--- src/rtl/muldiv_sched.sv ---
// muldiv_sched: shares one 33-bit divider and one 33-bit multiplier between
// two requesters. Round-robin arbitration, operand forming, result slicing,
// id tagging and flush/kill handling.
// Optional build macro: MULDIV_FASTPATH_EN (divide-by-zero and multiply-by-zero
// results produced directly in ISSUE without starting a unit).
module muldiv_sched #(
  parameter int ID_W = 64
) (
  input  logic                 clk,
  input  logic                 reset,
  input  logic [1:0]           req_valid,
  input  logic [1:0][2:0]      req_op,
  input  logic [1:0][31:0]     req_op1,
  input  logic [1:0][31:0]     req_op2,
  input  logic [1:0][ID_W-1:0] req_id,
  output logic [1:0]           req_grant,
  input  logic [1:0]           flush,
  output logic [1:0]           resp_valid,
  input  logic [1:0]           resp_ready,
  output logic [31:0]          resp_result,
  output logic [ID_W-1:0]      resp_id,
  output logic                 div_start,
  output logic                 div_signed,
  output logic [32:0]          div_dividend,
  output logic [32:0]          div_divisor,
  input  logic                 div_ready,
  input  logic                 div_valid,
  input  logic [32:0]          div_quotient,
  input  logic [32:0]          div_remainder,
  output logic                 mul_start,
  output logic                 mul_signed,
  output logic [32:0]          mul_multiplicand,
  output logic [32:0]          mul_multiplier,
  input  logic                 mul_ready,
  input  logic                 mul_valid,
  input  logic [65:0]          mul_product,
  output logic                 busy
);

  typedef enum logic [1:0] {IDLE, ISSUE, WAIT, DONE} state_t;

  state_t          state_reg, state_next;
  logic            rr_ptr_reg;
  logic            killed_reg;
  logic            owner_reg;
  logic [2:0]      op_reg;
  logic [31:0]     op1_reg, op2_reg, result_reg;
  logic [ID_W-1:0] id_reg;

  logic [1:0]  eligible;
  logic        accept;
  logic        is_div;
  logic        owner_flush;
  logic        unit_ready, unit_valid;
  logic        fast_hit;
  logic [31:0] fast_result;
  logic [31:0] unit_result;
  logic        issue_start;
  logic        op_active;
  logic        sext_div, sext_mcand, sext_mplier;

  // Upper result bits never reach the 32-bit response.
  logic unused_bits;
  assign unused_bits = &{1'b0, mul_product[65:64], div_quotient[32], div_remainder[32]};

  assign is_div      = op_reg[2];
  assign owner_flush = flush[owner_reg];
  assign unit_ready  = is_div ? div_ready : mul_ready;
  assign unit_valid  = is_div ? div_valid : mul_valid;
  assign eligible    = req_valid & ~flush;
  assign accept      = |req_grant;

`ifdef MULDIV_FASTPATH_EN
  // Trivial results: x/0 and x*0 need no unit.
  assign fast_hit    = is_div ? (op2_reg == 32'd0) : ((op1_reg == 32'd0) || (op2_reg == 32'd0));
  assign fast_result = is_div ? (op_reg[1] ? op1_reg : 32'hFFFF_FFFF) : 32'd0;
`else
  assign fast_hit    = 1'b0;
  assign fast_result = 32'd0;
`endif

  // Round-robin grant, only offered while idle; a flushed requester is skipped.
  always_comb begin
    req_grant = 2'b00;
    if (state_reg == IDLE) begin
      case (eligible)
        2'b01, 2'b10: req_grant = eligible;
        2'b11:        req_grant = rr_ptr_reg ? 2'b10 : 2'b01;
        default:      req_grant = 2'b00;
      endcase
    end
  end

  // Pick the 32-bit slice of the unit output that the op asks for.
  always_comb begin
    unit_result = 32'd0;
    case (op_reg)
      3'd0:             unit_result = mul_product[31:0];
      3'd1, 3'd2, 3'd3: unit_result = mul_product[63:32];
      3'd4, 3'd5:       unit_result = div_quotient[31:0];
      default:          unit_result = div_remainder[31:0];
    endcase
  end

  // State register.
  always_ff @(posedge clk or posedge reset) begin
    if (reset) state_reg <= IDLE;
    else       state_reg <= state_next;
  end

  // Next-state logic.
  always_comb begin
    state_next = state_reg;
    case (state_reg)
      IDLE:  if (accept) state_next = ISSUE;
      ISSUE: begin
        if (owner_flush)     state_next = IDLE;
        else if (fast_hit)   state_next = DONE;
        else if (unit_ready) state_next = WAIT;
      end
      WAIT:  if (unit_valid) state_next = (killed_reg || owner_flush) ? IDLE : DONE;
      DONE:  if (owner_flush || resp_ready[owner_reg]) state_next = IDLE;
      default: state_next = IDLE;
    endcase
  end

  // Output logic: unit control, operands and response.
  always_comb begin
    issue_start      = (state_reg == ISSUE) && !owner_flush && !fast_hit && unit_ready;
    op_active        = (state_reg == ISSUE) || (state_reg == WAIT);
    sext_div         = (op_reg == 3'd4) || (op_reg == 3'd6);
    sext_mcand       = (op_reg == 3'd0) || (op_reg == 3'd1) || (op_reg == 3'd2);
    sext_mplier      = (op_reg == 3'd0) || (op_reg == 3'd1);
    div_start        = issue_start && is_div;
    mul_start        = issue_start && !is_div;
    div_signed       = op_active && sext_div;
    mul_signed       = op_active && sext_mcand;
    div_dividend     = 33'd0;
    div_divisor      = 33'd0;
    mul_multiplicand = 33'd0;
    mul_multiplier   = 33'd0;
    if (op_active) begin
      div_dividend     = {sext_div & op1_reg[31], op1_reg};
      div_divisor      = {sext_div & op2_reg[31], op2_reg};
      mul_multiplicand = {sext_mcand & op1_reg[31], op1_reg};
      mul_multiplier   = {sext_mplier & op2_reg[31], op2_reg};
    end
    resp_result = (state_reg == DONE) ? result_reg : 32'd0;
    resp_id     = (state_reg == DONE) ? id_reg : '0;
    busy        = (state_reg != IDLE);
  end

  // Per-requester response valid; a flush in DONE drops it at once.
  generate
    for (genvar gi = 0; gi < 2; gi++) begin : g_resp
      assign resp_valid[gi] = (state_reg == DONE) && (owner_reg == gi[0]) && !owner_flush;
    end
  endgenerate

  // Request capture, round-robin pointer, kill flag and result latch.
  always_ff @(posedge clk or posedge reset) begin
    if (reset) begin
      rr_ptr_reg <= 1'b0;
      killed_reg <= 1'b0;
      owner_reg  <= 1'b0;
      op_reg     <= 3'd0;
      op1_reg    <= 32'd0;
      op2_reg    <= 32'd0;
      id_reg     <= '0;
      result_reg <= 32'd0;
    end else begin
      if (accept) begin
        owner_reg  <= req_grant[1];
        rr_ptr_reg <= ~req_grant[1];
        op_reg     <= req_op[req_grant[1]];
        op1_reg    <= req_op1[req_grant[1]];
        op2_reg    <= req_op2[req_grant[1]];
        id_reg     <= req_id[req_grant[1]];
        killed_reg <= 1'b0;
      end
      if (state_reg == ISSUE && fast_hit && !owner_flush)
        result_reg <= fast_result;
      if (state_reg == WAIT) begin
        if (owner_flush)
          killed_reg <= 1'b1;
        if (unit_valid) begin
          result_reg <= unit_result;
          killed_reg <= 1'b0;
        end
      end
    end
  end

endmodule

--- config.mk ---
export PLATFORM = sky130hd
export DESIGN_NAME = muldiv_sched
export DESIGN_NICKNAME = d
export VERILOG_FILES = /design/src/rtl/muldiv_sched.sv
export SDC_FILE = /design/constraint.sdc
export NUM_CORES = 1
export LEC_CHECK = 0
export CAP_MARGIN = 5
export CORE_AREA = 2 2 253 255
export DETAILED_ROUTE_END_ITERATION = 8
export DIE_AREA = 0 0 255 257
export PLACE_DENSITY = 0.44
export SKIP_CTS_REPAIR_TIMING = 1
export SLEW_MARGIN = 25
export SYNTH_ARGS = -nofsm -noshare
export SYNTH_HDL_FRONTEND = slang
export SYNTH_SLANG_ARGS = --single-unit
--- constraint.sdc ---
create_clock -name clk -period 13.4 [get_ports clk]
set_input_delay 1.34 -clock clk [delete_from_list [all_inputs] [get_ports clk]]
set_output_delay 1.34 -clock clk [all_outputs]
set_load 0.01 [all_outputs]
=== After elaboration in Yosys (flattened, before gate mapping) ===
Cells that the tools add are included.

* Output and inout port bits: 237
* Input port bits: 406
* Logic and storage cells: 97
* Flip-flop bits (word level): 168

* Reduce and logical (&&, ||, !) cells: 27
* Bitwise gates (word level): 8
* $lt $le $gt $ge: 2
* Eq/ne operators: 16
* Mux-type cells: 35

{| class="wikitable"
|+ Operator list
! kind !! number
|-
| 64-bit 2-to-1 mux || 3
|-
| 32-bit 2-to-1 mux || 5
|-
| 33-bit 2-to-1 mux || 4
|-
| 32-bit case mux with 3 select lines || 1
|-
| 2-bit 2-to-1 mux || 8
|-
| 1-bit logical AND || 10
|-
| 1-bit 2-to-1 mux || 10
|-
| 3-bit equality test (second input constant) || 3
|-
| 2-bit equality test (second input constant) || 4
|-
| 2-bit case mux with 4 select lines || 1
|-
| 3-bit by 2-bit equality test with 1-bit output (second input constant) || 2
|-
| 1-bit logical OR || 6
|-
| 3-bit 2-to-1 mux || 2
|-
| 2-bit inequality test (second input constant) || 3
|-
| 2-bit OR reduction || 3
|-
| 1-bit AND || 4
|-
| 2-bit by 1-bit equality test with 1-bit output (second input constant) || 2
|-
| 1-bit by 2-bit less-than comparator with 1-bit output (second input constant) || 2
|-
| 2-bit case mux with 2 select lines || 1
|-
| 4-bit AND reduction || 1
|-
| 3-bit by 1-bit equality test with 1-bit output (second input constant) || 1
|-
| 3-bit logical NOT || 1
|-
| 3-bit inequality test (second input constant) || 1
|-
| 3-bit OR reduction || 1
|-
| 7 further kinds || 9
|}

=== Logic depth before layout (Yosys ltp) ===
Gate-level depths: netlist of run 1.

* Depth in word-level cells: 11
* Gate-level depth with buffers: 9
* Mapped depth without buffers: 6

=== Worst setup path after synthesis of run 1 ===
No wires, ideal clock.

* Path type: input port to output port
* Start: input req_valid[1]
* End: output req_grant[0]
* Required time: 12060 ps
* Slack: 9815 ps
* Arrival time: 2245 ps
* Cell stages on the path: 4
* Cells stage by stage: nor2b_2 -> a2111oi_2 -> buf_4 -> buf_2

* Cells in the longest elaborated chain, start to end: 5

{| class="wikitable"
|+ RTL lines
! what !! line !! text
|-
| from (decl) || 11 || <nowiki>input logic [1:0] req_valid,</nowiki>
|-
| 2-bit AND * || 70 || <nowiki>assign eligible = req_valid & ~flush;</nowiki>
|-
| 2-bit by 1-bit equality test with 1-bit output / 2-bit equality test (equally long branches) || 86 || <nowiki>case (eligible)</nowiki>
|-
| 2-bit OR reduction || 86 ||
|-
| 2-bit case mux with 2 select lines * || 86 ||
|-
| 2-bit 2-to-1 mux * || 85 || <nowiki>if (state_reg == IDLE) begin</nowiki>
|-
| to (decl) || 16 || <nowiki>output logic [1:0] req_grant,</nowiki>
|}

Mark *: on every way between the ends. The rest lies on a longest branch, timed or not.

=== Final worst setup path of run 1 ===
* Start: input flush[1]
* End: output req_grant[0]

* Cells in the longest elaborated chain, start to end: 6

{| class="wikitable"
|+ RTL lines
! what !! line !! text
|-
| from (decl) || 17 || <nowiki>input logic [1:0] flush,</nowiki>
|-
| 2-bit inverter * || 70 ||
|-
| 2-bit AND * || 70 ||
|-
| 2-bit by 1-bit equality test with 1-bit output / 2-bit equality test (equally long branches) || 86 ||
|-
| 2-bit OR reduction || 86 ||
|-
| 2-bit case mux with 2 select lines * || 86 ||
|-
| 2-bit 2-to-1 mux * || 85 ||
|}

Marks and branches as above.

==> flow_summary.json, run 1 <==
{
  "die_x_um": 255,
  "wirelength_um": 44900,
  "start_util_pct": 15.5,
  "clock-skew-final_ns": 0.0215,
  "async_reset_ff_share_pct": 100,
  "p_leak_nw": 7.03,
  "combPwrFrac_pct": 53.8,
  "power_w": 0.00302,
  "cts_tree": "yes",
  "syn_avg_cell_area_um2": 9.52,
  "path_buf_inv": 3,
  "crit_top_cell": "clkdlybuf4s50_1",
  "fmax_ghz": 0.202,
  "pwr-share-clk_pct": 17.6,
  "crit_chain": "clkdlybuf4s50_1, nor2b_2, a2111oi_4, buf_4, clkdlybuf4s50_1",
  "synth_cell_types": 35,
  "grt_max_degree": 110,
  "drive_gt1_share_pct": 5.91,
  "layout_commonest_cell": "clkdlybuf4s50_1",
  "min_path_type": "reg -> reg",
  "status": "complete, no violations",
  "crit_start": "flush[1]",
  "mostFrequentLayoutCells": "clkdlybuf4s50_1 (638), dfrtp_1 (166), and2_1 (161), nand2_1 (105), inv_1 (103)",
  "port-buffer-count": 638,
  "path_class": "in -> out",
  "drt_iter0_markers": 685,
  "synth_nets": 1429,
  "cts_root_buffer": "clkbuf_16",
  "hpwl_um": 33500,
  "layout.nets": 1955,
  "synth_top_area_share_pct": 43.3,
  "maxSlewHeadroom_pct": 39.7,
  "worstSetupStartpointType": "primary input",
  "gp_congestion": 0.784,
  "rsz0062_at_grt": "false",
  "seq_area_frac_synth_pct": 43.3,
  "io_pins": 643,
  "cts_sinks": 168,
  "min_from": "result_reg[17]",
  "critPathCaptureType": "output pin",
  "rows": 92,
  "clk_pin_slew_ns": 0.06,
  "seq_power_share_pct": 28.6,
  "ys_seq_elements": 168,
  "core-area_um2": 62700,
  "grt_pass1_vias": 9744,
  "die_area_um2": 65500,
  "htree_num_levels": 4,
  "switching_share_pct": 37.6,
  "synth.largest_area_cell": "dfrtp_1",
  "setup_viol": 0,
  "antenna_found_initial": 6,
  "grt_overflow": 0,
  "r2r_slack_ns": 10.07,
  "synthCells": 1019,
  "yosys_warnings": 0,
  "drc_errors": 0,
  "power_density_nw_per_um2": 177,
  "die_h_um": 257,
  "crit_slowest_cell": "clkdlybuf4s50_1",
  "cp_data_required_time_ns": 12.06,
  "holdWs_ns": 0.469,
  "min_period_ns": 4.96,
  "clock_latency_ns": 0.47,
  "synth_area_leaders": "dfrtp_1 (43%), and2_1 (10%), a222oi_1 (9.8%)",
  "p_int_w": 0.00189,
  "worstReg2RegStart": "state_reg[0]",
  "synth_edf_count": 0,
  "fin_setup_tns_ns": 0,
  "drtAntennaViolNets": 0,
  "vias_per_cell": 3.98,
  "post-place-ws_ns": 8.37,
  "ys.flop_type": "dfrtp_1",
  "largest_reg_flops": 64,
  "grt_pass1_wl_um": 63700,
  "route.vias.total": 9564,
  "syn2layout_area_growth_pct": 75.9,
  "tightestPinTransition_ns": 0.904,
  "cap_violations": 0,
  "cts_buffers": 17,
  "slew_violations": 0,
  "final_hold_viol_count": 0,
  "finalWorstSetupSlack_ns": 8.44,
  "wl_per_cell_um": 18.7,
  "crit_fanout": 17,
  "critical-path-top-delay-family": "buffers and inverters",
  "clock_tree.buffer_depth": 2,
  "cpPeakStageDelay_ns": 0.69,
  "gr-usage-all-layers_pct": 13.2,
  "synth_area_um2": 9700,
  "vdd_ir_drop_max_v": 0.0000933,
  "fin_crit_sh_pct": 37.0,
  "critPathArrivalTime_ns": 3.62,
  "p_switching_w": 0.00114,
  "first_pass_iters": 8
}
## power groups by stage
stage | logic [W] | clock network [W] | registers, W
after floorplan | 0.000974 | 0 | 0.000825
after global placement | 0.00164 | 0 | 0.000865
after detailed placement | 0.00165 | 0 | 0.000872
after CTS | 0.00166 | 0.000565 | 0.000866
after global routing | 0.00177 | 0.000583 | 0.000897
final | 0.00163 | 0.000532 | 0.000865
## path summary, 6_finish.rpt
path | cells after the start | to
worst min register to register | 2 | result_reg[17]
max in group asynchronous | 3 | op_reg[1]
worst min-delay path | 2 | result_reg[17]
worst max register to register | 9 | id_reg[54]
worst max-delay path | 5 | req_grant[0]
min in group asynchronous | 2 | op2_reg[15]
## metrics by stage
step | cell area [µm²] | utilization [%] | cells
after floorplan | 9700 | - | 1019
after global placement | 16400 | 26.2 | 2370
after detailed placement | 16400 | 26.2 | 2371
after CTS | 17000 | 27.2 | 2403
after global routing | 17100 | 27.2 | 2404
final | 17100 | 27.2 | 2405
## cell type report
| class | count | area, µm² |
|---|---|---|
| Fill cell | 6634 | 45700 |
| Timing Repair Buffer | 655 | 6550 |
| Multi-Input combinational cell | 598 | 4240 |
| Sequential cell | 168 | 4210 |
| Tap cell | 846 | 1060 |
| Clock buffer | 21 | 470 |
| Inverter | 105 | 402 |
| Clock inverter | 11 | 134 |
| Antenna cell | 1 | 2.50 |
## metal layers
layer  GRT usage [%]  wire length [µm]
met3            4.35              3920
met5               0                26
met2            23.1             22400
met1            15.2             18000
met4            3.31               518
## worst reg2reg max path, delay by kind of cell, from the launching register on
| family | cells | cell delay (ns) |
|---|---|---|
| buf+inv | 6 | 1.84 |
| flops | 1 | 0.44 |
| fa+ha+maj | 1 | 0.29 |
| compound gates | 2 | 0.70 |
## kinds of logic after synthesis
kind of cell,after synthesis,share of synthesized area (%)
flops,168,43.3
compound gates,210,16.2
simple gates,282,15.5
mux,102,10.9
fa+ha+maj,4,0.516
buf+inv,253,13.6
## cell usage after synthesis (all sizes together) (2+ instances only)
| cell type | count |
|---|---|
| nor3b | 3 |
| mux2 | 32 |
| nor3 | 2 |
| dfrtp | 168 |
| and2 | 161 |
| inv | 105 |
| ha | 4 |
| clkbuf | 40 |
| o21a | 3 |
| nor2b | 3 |
| a222oi | 95 |
| a211oi | 2 |
| o21ai | 102 |
| nor2 | 4 |
| nand2 | 105 |
| mux2i | 70 |
| buf | 108 |
(Power assumes the default switching activity.)
==> run 2: changes to the inputs <==
--- a/config.mk
+++ b/config.mk
@@ -6,10 +6,10 @@
 export NUM_CORES = 1
 export LEC_CHECK = 0
 export CAP_MARGIN = 5
-export CORE_AREA = 2 2 253 255
+export CORE_AREA = 2 2 248 250
 export DETAILED_ROUTE_END_ITERATION = 8
-export DIE_AREA = 0 0 255 257
-export PLACE_DENSITY = 0.44
+export DIE_AREA = 0 0 250 252
+export PLACE_DENSITY = 0.45
 export SKIP_CTS_REPAIR_TIMING = 1
 export SLEW_MARGIN = 25
 export SYNTH_ARGS = -nofsm -noshare
==> constraint.sdc (replaced) <==
create_clock -name clk -period 5.19 [get_ports clk]
set_input_delay 0.519 -clock clk [delete_from_list [all_inputs] [get_ports clk]]
set_output_delay 0.519 -clock clk [all_outputs]
set_load 0.01 [all_outputs]
==> run 2 against run 1 <==
Against the previous run:
- the flow now finishes with violations (design-rule violations)
- critical path type is now reg -> out
- largest cell class unchanged
- register-to-register slack got worse by 7.6 ns
- first-iteration DRC count rose by 7.4%
- sequential share of layout area rose by 0.11 points
==> flow_summary.json, run 2 (synthesis results as in run 1) <==
{
  "status": "finished, violations left",
  "violations": "design-rule violations",
  "finalWorstSetupSlack_ns": 1.66,
  "grt_max_degree": 169,
  "min_period_ns": 3.53,
  "tightestPinTransition_ns": 0.975,
  "port-buffer-count": 638,
  "grt_overflow": 0,
  "setup_viol": 0,
  "first_pass_iters": 9,
  "p_leak_nw": 7.02,
  "critPathArrivalTime_ns": 3.01,
  "grt_pass1_vias": 9979,
  "fin_crit_sh_pct": 68.0,
  "mostFrequentLayoutCells": "clkdlybuf4s50_1 (638), dfrtp_1 (166), and2_1 (161), nand2_1 (105), inv_1 (103)",
  "vdd_ir_drop_max_v": 0.000259,
  "path_class": "reg -> out",
  "min_path_type": "reg -> reg",
  "die_area_um2": 63000,
  "clock_latency_ns": 0.48,
  "grt_pass1_wl_um": 63800,
  "antenna_found_initial": 2,
  "power_w": 0.00778,
  "worstSetupStartpointType": "flip-flop",
  "start_util_pct": 16.1,
  "drive_gt1_share_pct": 5.60,
  "cp_data_required_time_ns": 4.67,
  "gp_congestion": 0.755,
  "wirelength_um": 43900,
  "die_h_um": 252,
  "cap_violations": 0,
  "fin_setup_tns_ns": 0,
  "cpPeakStageDelay_ns": 0.62,
  "die_x_um": 250,
  "holdWs_ns": 0.472,
  "power_density_nw_per_um2": 458,
  "critical-path-top-delay-family": "buffers and inverters",
  "path_buf_inv": 3,
  "slew_violations": 0,
  "cts_tree": "yes",
  "maxSlewHeadroom_pct": 34.3,
  "final_hold_viol_count": 0,
  "route.vias.total": 9443,
  "drc_errors": 3,
  "crit_chain": "inv_1, ha_2, buf_4, and2_1, clkdlybuf4s50_1",
  "gr-usage-all-layers_pct": 13.6,
  "clock_tree.buffer_depth": 2,
  "rsz0062_at_grt": "false",
  "crit_fanout": 41,
  "hpwl_um": 32300,
  "cts_root_buffer": "clkbuf_16",
  "drt_iter0_markers": 736,
  "syn2layout_area_growth_pct": 75.1,
  "largest_reg_flops": 64,
  "fill_cells": 6437,
  "io_pins": 643,
  "cts_sinks": 168,
  "critPathCaptureType": "output pin",
  "htree_num_levels": 4,
  "drtAntennaViolNets": 0,
  "clk_pin_slew_ns": 0.07,
  "core-area_um2": 60100,
  "layout.nets": 1951,
  "crit_slowest_cell": "ha_2",
  "wl_per_cell_um": 18.8,
  "post-place-ws_ns": 1.99,
  "fin_util_pct": 28.3,
  "layout_commonest_cell": "clkdlybuf4s50_1",
  "vias_per_cell": 4.04,
  "rows": 90,
  "clock-skew-final_ns": 0.0122,
  "fmax_ghz": 0.283,
  "cts_buffers": 17
}
## run 2: cell count changes in the layout (fill, tap and decap cells not counted)
cell / before / now
buf_16: 2 / 1
inv_6: 5 / 4
buf_12: 0 / 5
clkbuf_8: 3 / 2
clkbuf_1: 1 / 2
inv_8: 1 / 2
buf_4: 15 / 7
## run 2: stage by stage
step,std cells,cell area (µm²)
finish,2337,17000
global route,2337,17000
CTS,2335,17000
detailed placement,2303,16400
global placement,2302,16400
floorplan,1019,9700
## run 2: final cells by class
type | instances | area (µm²) | share of cell area [%]
Timing Repair Buffer | 651 | 6570 | 38.6
Multi-Input combinational cell | 598 | 4240 | 25.0
Sequential cell | 168 | 4210 | 24.8
Tap cell | 782 | 978 | 5.76
Clock buffer | 21 | 460 | 2.71
Inverter | 105 | 402 | 2.36
Clock inverter | 11 | 136 | 0.803
Antenna cell | 1 | 2.50 | 0.0147
## run 2: tightest hold or removal path: stages, from the launching register on
cell,delay [ns]
dfrtp_1,0.34
nand2_1,0.04
o21ai_0,0.06
## run 2: final timing paths
path / from / endpoint / slack (ns) / cells after the start
setup reg to reg: op_reg[1] / result_reg[31] / 2.51 / 6
hold reg to reg: result_reg[24] / result_reg[24] / 0.47 / 2
setup / recovery: state_reg[1] / mul_multiplier[18] / 1.66 / 5
min in group asynchronous: reset / op2_reg[21] / 0.49 / 2
hold / removal: result_reg[24] / result_reg[24] / 0.47 / 2
max in group asynchronous: reset / id_reg[2] / 3.68 / 3
## run 2: power by group
group,internal (W),switching (W)
clock,0.000744,0.000622
combinational,0.00220,0.00192
sequential,0.00192,0.000379
## run 2: per-layer routing
metal / up-vias / routed length, µm / global-route usage, % / share of wire [%]
met5: - / 13 / 0 / 0.030
met4: 2 / 699 / 4.16 / 1.6
met3: 34 / 3120 / 4.47 / 7.1
met2: 392 / 21900 / 23.7 / 50
met1: 4501 / 18200 / 15.9 / 41
li1: 4514 / - / - / -
